`src/rtl/bram32_copy_pkg.sv`:
```
// Shared definitions for the bram32 copy/fill bus master.
//   AW_DEF / DW_DEF       : default address / data widths of the bram32 port
//   MODE_COPY / MODE_FILL : values of the mode command bit
//   state_t               : FSM state encoding (3-bit)
package bram32_copy_pkg;

   localparam int AW_DEF = 16;
   localparam int DW_DEF = 32;

   localparam logic MODE_COPY = 1'b0;
   localparam logic MODE_FILL = 1'b1;

   typedef enum logic [2:0] {
      S_IDLE = 3'd0,
      S_RD   = 3'd1,
      S_CAP  = 3'd2,
      S_WR   = 3'd3,
      S_FIN  = 3'd4
   } state_t;

endpackage

```
`src/rtl/bram32_addr_gen.sv`:
```
// Address pointer for one side (source or destination) of a block transfer.
//   sys_clk, sys_rst_n : clock, asynchronous active-low reset
//   load, base         : load the pointer with a new base address
//   inc                : advance the pointer by one word (wraps modulo 2^AW)
//   ptr                : current pointer
//   ptr_inc            : pointer value after the next increment
module bram32_addr_gen
   import bram32_copy_pkg::*;
#(
   parameter int AW = AW_DEF
) (
   input  logic          sys_clk,
   input  logic          sys_rst_n,
   input  logic          load,
   input  logic          inc,
   input  logic [AW-1:0] base,
   output logic [AW-1:0] ptr,
   output logic [AW-1:0] ptr_inc
);

   localparam logic [AW-1:0] ONE = {{(AW-1){1'b0}}, 1'b1};

   // Natural overflow of the AW-bit add gives the wrap to address 0.
   assign ptr_inc = ptr + ONE;

   always_ff @(posedge sys_clk or negedge sys_rst_n) begin
      if (!sys_rst_n) begin
         ptr <= '0;
      end else if (load) begin
         ptr <= base;
      end else if (inc) begin
         ptr <= ptr_inc;
      end
   end

endmodule

```
`src/rtl/bram32_copy.sv`:
```
// Bus master for one bram32 single-port memory: block copy (src->dst) or
// block fill (constant->dst) of len words, one command at a time.
//   sys_clk, sys_rst_n : clock, asynchronous active-low reset
//   start              : command strobe, accepted only in IDLE
//   mode               : 0 = copy, 1 = fill
//   src, dst, len      : source base, destination base, word count (0 legal)
//   fill               : fill value
//   busy               : command in progress
//   done               : one-cycle completion pulse
//   a, we, dout        : bram32 address, write enable, write data (registered)
//   di                 : bram32 read data, valid one cycle after a read address
module bram32_copy
   import bram32_copy_pkg::*;
#(
   parameter int AW = AW_DEF,
   parameter int DW = DW_DEF
) (
   input  logic          sys_clk,
   input  logic          sys_rst_n,
   input  logic          start,
   input  logic          mode,
   input  logic [AW-1:0] src,
   input  logic [AW-1:0] dst,
   input  logic [AW-1:0] len,
   input  logic [DW-1:0] fill,
   output logic          busy,
   output logic          done,
   output logic [AW-1:0] a,
   output logic          we,
   output logic [DW-1:0] dout,
   input  logic [DW-1:0] di
);

   localparam logic [AW-1:0] ONE = {{(AW-1){1'b0}}, 1'b1};

   state_t        state;
   logic          mode_q;
   logic [DW-1:0] fill_q;
   logic [AW-1:0] rem;
   logic [AW-1:0] src_ptr, src_ptr_inc;
   logic [AW-1:0] dst_ptr, dst_ptr_inc;
   logic          accept;
   logic          step;

   assign accept = (state == S_IDLE) && start;
   assign step   = (state == S_WR);

   bram32_addr_gen #(.AW(AW)) u_src_gen (
      .sys_clk   (sys_clk),
      .sys_rst_n (sys_rst_n),
      .load      (accept),
      .inc       (step),
      .base      (src),
      .ptr       (src_ptr),
      .ptr_inc   (src_ptr_inc)
   );

   bram32_addr_gen #(.AW(AW)) u_dst_gen (
      .sys_clk   (sys_clk),
      .sys_rst_n (sys_rst_n),
      .load      (accept),
      .inc       (step),
      .base      (dst),
      .ptr       (dst_ptr),
      .ptr_inc   (dst_ptr_inc)
   );

   // Fill value is pure data; it only needs to be valid once a command runs.
   always_ff @(posedge sys_clk) begin
      if (accept) begin
         fill_q <= fill;
      end
   end

   // Outputs are registered on the edge that enters a state, so a/we/dout
   // are already presented to the memory for the whole of RD and WR.
   always_ff @(posedge sys_clk or negedge sys_rst_n) begin
      if (!sys_rst_n) begin
         state  <= S_IDLE;
         mode_q <= MODE_COPY;
         rem    <= '0;
         busy   <= 1'b0;
         done   <= 1'b0;
         a      <= '0;
         we     <= 1'b0;
         dout   <= '0;
      end else begin
         done <= 1'b0;
         case (state)
            S_IDLE: begin
               if (start) begin
                  busy   <= 1'b1;
                  rem    <= len;
                  mode_q <= mode;
                  if (len == '0) begin
                     state <= S_FIN;
                  end else if (mode == MODE_FILL) begin
                     state <= S_WR;
                     a     <= dst;
                     we    <= 1'b1;
                     dout  <= fill;
                  end else begin
                     state <= S_RD;
                     a     <= src;
                  end
               end
            end
            S_RD: begin
               state <= S_CAP;
            end
            S_CAP: begin
               // The write-data register doubles as the copy buffer: the
               // word read in RD is captured straight into it.
               state <= S_WR;
               a     <= dst_ptr;
               we    <= 1'b1;
               dout  <= di;
            end
            S_WR: begin
               rem <= rem - ONE;
               if (rem == ONE) begin
                  state <= S_FIN;
                  we    <= 1'b0;
               end else if (mode_q == MODE_FILL) begin
                  a     <= dst_ptr_inc;
                  dout  <= fill_q;
               end else begin
                  state <= S_RD;
                  we    <= 1'b0;
                  a     <= src_ptr_inc;
               end
            end
            S_FIN: begin
               // done is registered here, so the pulse lands one cycle later,
               // coinciding with busy dropping.
               done  <= 1'b1;
               busy  <= 1'b0;
               state <= S_IDLE;
            end
            default: begin
               state <= S_IDLE;
            end
         endcase
      end
   end

endmodule
```
`config.mk`:
```
export PLATFORM = sky130hd
export DESIGN_NAME = bram32_copy
export DESIGN_NICKNAME = d
export VERILOG_FILES = /design/src/rtl/bram32_copy_pkg.sv /design/src/rtl/bram32_addr_gen.sv /design/src/rtl/bram32_copy.sv
export SDC_FILE = /design/constraint.sdc
export NUM_CORES = 1
export LEC_CHECK = 0
export ABC_AREA = 1
export ABC_CLOCK_PERIOD_IN_PS = 1800
export CORE_MARGIN = 3
export CORE_UTILIZATION = 46
export DETAILED_ROUTE_END_ITERATION = 7
export PLACE_DENSITY = 0.77
export SKIP_LAST_GASP = 1
export SYNTH_ARGS = -nofsm -noshare
export SYNTH_HDL_FRONTEND = slang
export SYNTH_SLANG_ARGS = --single-unit
```
`constraint.sdc`:
```
create_clock -name sys_clk -period 1.8 [get_ports sys_clk]
set_input_delay 0.27 -clock sys_clk [delete_from_list [all_inputs] [get_ports sys_clk]]
set_output_delay 0.27 -clock sys_clk [all_outputs]
set_load 0.03 [all_outputs]
```
### Word-level counts from Yosys, hierarchy flattened

Cells that the tools add are included.

| word-level totals | value |
|---|---|
| register bits | 135 |
| logic and storage cells | 72 |
| output and inout bits | 51 |
| input bits | 116 |

| cells by class | value |
|---|---|
| equality and inequality tests | 11 |
| mux-type cells | 33 |
| add/subtract/negate cells | 3 |
| reductions and logical operators | 14 |

Operators with widths:

| kind | number |
|---|---|
| $mux W16 | 10 |
| $mux W32 | 5 |
| $pmux W32 S3 | 1 |
| $pmux W16 S3 | 1 |
| $add A16 B1 Y16 const B | 2 |
| $pmux W16 S2 | 1 |
| $eq A16 B1 Y1 const B | 1 |
| $logic_not A16 Y1 | 1 |
| $sub A16 B1 Y16 const B | 1 |
| $mux W3 | 4 |
| $pmux W3 S4 | 1 |
| $ne A2 B2 Y1 const B | 5 |
| $reduce_and A2 Y1 | 4 |
| $mux W1 | 7 |
| $eq A3 B2 Y1 const B | 2 |
| $reduce_and A6 Y1 | 1 |
| $reduce_bool A2 Y1 | 3 |
| $reduce_and A5 Y1 | 1 |
| $reduce_and A4 Y1 | 1 |
| $eq A3 B1 Y1 const B | 1 |
| $eq A3 B3 Y1 const B | 1 |
| $logic_not A3 Y1 | 1 |
| $ne A3 B2 Y1 const B | 1 |
| $pmux W1 S3 | 1 |
| 4 further kinds | 4 |

### Depth between registers and ports, before layout

| logic depth | value |
|---|---|
| depth in word-level cells | 4 |
| depth in mapped cells | 11 |
| depth with buffers taken out | 11 |

### Hierarchy

A second synthesis with hierarchy kept.

| unflattened totals | value |
|---|---|
| cell total of the unflattened synthesis | 1094 |
| area total of the unflattened synthesis | 7890.1 um2 |

By module, submodules not included:

| module | area an instance (um2) | sequential area each (um2) | cells an instance | times used |
|---|---|---|---|---|
| bram32_copy | 5723.0 | 2737.6 | 792 | 1 |
| bram32_addr_gen | 1083.5 | 400.4 | 151 | 2 |

### Least setup slack after synthesis

No wires, ideal clock.

| timing | value |
|---|---|
| kind | register to register |
| start point | register state[2] |
| end point | register fill_q[0] (enable) |
| slack | -0.079 ns |
| path buffers | 1 |
| library setup time | 0.377 ns |
| required time | 1.423 ns |
| period minus slack after synthesis | 1.879 ns |
| stages on the path, launching flop included | 5 |
| arrival | 1.501 ns |
| path through | dfrtp_1 > nor3_2 > nand2_1 > clkinv_1 > buf_2 |

| on the way | value |
|---|---|
| word-level cells in the longest chain between the ends | 2 |

Ends and longest elaborated chain:

| item | RTL line | RTL |
|---|---|---|
| start, declared | bram32_copy.sv:36 | `state_t state;` |
| start signal, assigned | bram32_copy.sv:79 | `state <= S_IDLE;` |
| start signal, assigned | bram32_copy.sv:96 | `state <= S_FIN;` |
| start signal, assigned | bram32_copy.sv:98 | `state <= S_WR;` |
| $logic_not A3 Y1 | bram32_copy.sv:45 | `assign accept = (state == S_IDLE) && start;` |
| $logic_and A1 B1 Y1 | bram32_copy.sv:45 |  |
| named net accept | bram32_copy.sv:42 | `logic accept;` |
| end signal, assigned | bram32_copy.sv:71 | `fill_q <= fill;` |
| end, declared | bram32_copy.sv:38 | `logic [DW-1:0] fill_q;` |

The timed path passes the listed nets, and every way through them passes these cells.
A chain may end at the register's enable or synchronous reset.

### Final worst setup path

| timing | value |
|---|---|
| start point | register a[15] |
| end point | output a[15] |

RTL lines:

| item | RTL line | RTL |
|---|---|---|
| start, declared | bram32_copy.sv:28 | `output logic [AW-1:0] a,` |
| start signal, assigned | bram32_copy.sv:99 | `a <= dst;` |
| start signal, assigned | bram32_copy.sv:104 | `a <= src;` |
| start signal, assigned | bram32_copy.sv:115 | `a <= dst_ptr;` |

No word-level cell between the ends.

==> results.txt <==
The post-synthesis register bit count came out at 135. 0 antenna diodes ended up in the layout. Counting both buffers and inverters, the worst setup path holds a total of 1. In this run, synthesis inferred 32 flip-flops with an integrated enable. TritonCTS built the clock tree. The share of the synthesized area in the top cell type is 35.20%. In the post-synthesis netlist, the biggest area contributors are dfrtp_1 35%, nand2_1 14%, edfxtp_1 13%.

The total global routing track utilization came out at 25.48%. Across all register-to-register paths, the minimum setup slack is 0.06 ns. The cell-internal power came out at 5.860 mW. The clock skew after layout is 0.007925 ns.

For the worst flop-to-flop path, the logic depth is 10. After technology mapping, the gate count stands at 925. The type of element launching the critical path is a register. The worst register-to-register path begins at state[2]. The final worst slack is 0.03727 ns. The portion of total power attributed to sequential cells is 42.2%.

The cell area after layout is 10320 um2. The share of post-route cells with drive strength above 1 came out at 10.10%. The buffer depth of the longest clock path is 2.

The die boundary height is 132.2 um. The number of different library cells used by synthesis comes to 35. The run finished with clean final reports. Static timing analysis puts the maximum clock frequency at 567.3 MHz. The worst vdd rail ir drop is 615.3 uV.

The mean post-synth cell area came out at 7.916 um2. The number of pins exceeding their max-slew limit in the final report is 0. At the pin with the least slew margin, the transition time is 0.4300 ns. The clock latency reported for the late side of the worst-skew pair is 0.42 ns. The die span in x came out at 132.2 um.

The mapped netlist covers 7322 um2. The area of the core region came out at 15370 um2. The clock-pin slew of the registers on the worst-case setup and hold paths came out at 0.06 ns. Counting flops with an async set or reset pin after synthesis yields a share of 76.30%.

The overall die area is 17470 um2. The number of global-route vias before repair is 6927. For the worst setup path, the data arrival time is 1.49 ns. The reported max-cap violation count is 0. The final critical-path required period is 1.763 ns. The count of synthesis-stage warnings from yosys came out at 0. The worst pin sits at a relative slew slack of 71.29%.

The biggest area contributor in the post-synthesis netlist is dfrtp_1. The worst register-to-register path ends at a[15]. The final setup violation count came out at 0. The global-route wire length before repair came out at 36.10 mm. The final cell utilization of the core came out at 67.13%. For this run, the slowest stage of the critical path takes 0.70 ns.

The maximum fanout count along the critical path came out at 2. In this run the count of I/O pins placed on the die edge is 167. The fraction of power spent switching nets is 22.60%.

The total of buffers placed on input and output ports came out at 166. Summing all placed instances gives a cell area of 9614 um2. By count the netlist is led by 267 x nand2_1, 103 x dfrtp_1, 99 x inv_1, 82 x nor2_1, 72 x nand3_1. The detailed placer's ending HPWL is 16.10 mm. For this run, the leading register cell type out of synthesis is dfrtp_1. The gate family responsible for the most delay along the worst path is buffers and inverters. nand2_1 is the most common cell in the netlist. The H-tree depth is 4. The clock share of power came out at 49.6%. The total CTS buffers is 17. The root buffer cell chosen for the clock tree is clkbuf_16. The placed instance count came out at 1317. The initial antenna violation count is 0.

The worst-case setup slack after placement came out at -0.1567 ns. The power dissipated by switching net loads came out at 1.711 mW. After clock tree synthesis, the setup repair step added 0 buffers. After the last flow step, the layout net total stands at 1246. The effective utilization at floorplan came out at 47.64%. Entering global routing, the biggest net connects 58 pins. The required time of the worst setup path came out at 1.53 ns.

The critical path in this run is classified as register to primary output. The routed design has 22.14 mm of wire. The hold violation count in the final report came out at 0. The final instance count without filler cells came out at 1350. The total number of placement rows is 45.

The tightest min-delay check is of the input pin to async pin type. For this run, the detailed router's first-pass iteration total came to 5. The leakage component of the power is 4.659 nW. The sequential share of the synthesized area is 48.33%. CTS saw 135 sinks. The share of total power dissipated in combinational logic is 8.2%. The total nets after synthesis came out at 1045. Walking the worst path, the cells encountered are clkdlybuf4s50_1. Setup repair after global routing could not meet its margin everywhere. Relative to the synthesized area, the layout overhead comes to 40.93%. STA classifies the critical path endpoint as a primary output. For the final routed database, the setup TNS stands at 0 ns. Routability-driven placement finished with a final weighted congestion of 0.9579. The via count is 7320.

The slowest stage of the critical path belongs to the cell clkdlybuf4s50_1. The violation count after the first detailed-route iteration came out at 707. The total overflow reported by the global router came out at 0. In this run the power density over the cells is 733.7 nW/um2.

The ratio of routed vias to standard cells came out at 5.422. The final critical path takes up 97.93% of the cycle. Dividing the detail-routed wire length by the instance count gives 16.40 um. In the routed design, unresolved DRC markers number 0.

The count of nets left with antenna violations after detail routing came out at 0.
timing repair:
action | CTS | global route
hold buffers | 1 | 0
resized for setup | 3 | 17
setup endpoints to repair | 3 | 50
endpoints found under the hold margin | 103 | 0
per-layer routing:
layer / part of all wire (%) / wire [um] / GRT usage (%) / up-vias
met3: 9.0 / 1998 / 5.573 / 36
met5: 0 / 0 / 0 / -
met2: 46 / 10180 / 39.71 / 354
li1: - / - / - / 3522
met1: 43 / 9536 / 35.48 / 3408
met4: 1.9 / 425 / 8.518 / 0
metrics by stage:
stage / hold WS, ns / total power, mW
3_5_place_dp: 0.08267 / 3.870
3_3_place_gp: 0.08397 / 3.864
4_1_cts: 0.1829 / 7.620
2_1_floorplan: -0.02559 / 3.400
6_report: 0.1960 / 7.571
5_1_grt: 0.2053 / 7.768
flip-flops by register name (all words and copies together), names as in the netlist:
signal,count
done,1
a,16
fill_q,32
u_src_gen.ptr,16
mode_q,1
busy,1
dout,32
state,3
we,1
rem,16
u_dst_gen.ptr,16
how the worst max path moves through the flow:
stage                      endpoint  slack (ns)      from  cells after the start
after floorplan           fill_q[0]        0.13  state[2]                      4
after global placement     dout[12]       -0.11   len[15]                     10
after detailed placement   dout[22]       -0.16   len[15]                     11
after CTS                      a[8]       0.007      a[8]                      1
after global routing        dout[0]       -0.01  state[1]                     10
final                         a[15]        0.04     a[15]                      1
area by class of cell:
cell class                 instances  area, um2
multi-input combinational        644       3232
clock buffer                      19      464.2
sequential                       135       3540
clock inverter                    13      181.4
fill                            1247       5052
timing repair buffer             221       2233
inverter                         107      404.1
tap                              211      264.0
kinds of logic after synthesis:
logic type	synth area share, %
AOI/OAI and AO/OA	15.14
xor gates and xnor gates	1.675
adders and majority gates	0.6836
buffers and inverters	8.031
DFF	48.33
and+or+nand+nor	26.15
placed cells by master (no fill, tap or decap), drive strengths merged, types with 16 or more instances in the layout:
cell	instances
o211ai	21
nor2	87
nand3	73
dfrtp	103
a21oi	20
clkdlybuf4s50	160
inv	113
buf	55
a221oi	20
o221ai	16
clkbuf	19
nand2	270
edfxtp	32
o21ai	69
power groups by stage:
stage	sequential, mW	clock, mW	combinational (mW)
after floorplan	3.32	0	0.0761
after global placement	3.25	0	0.614
after detailed placement	3.25	0	0.619
after CTS	3.19	3.80	0.625
after global routing	3.20	3.91	0.665
final	3.19	3.76	0.621
(Power assumes the default switching activity.)
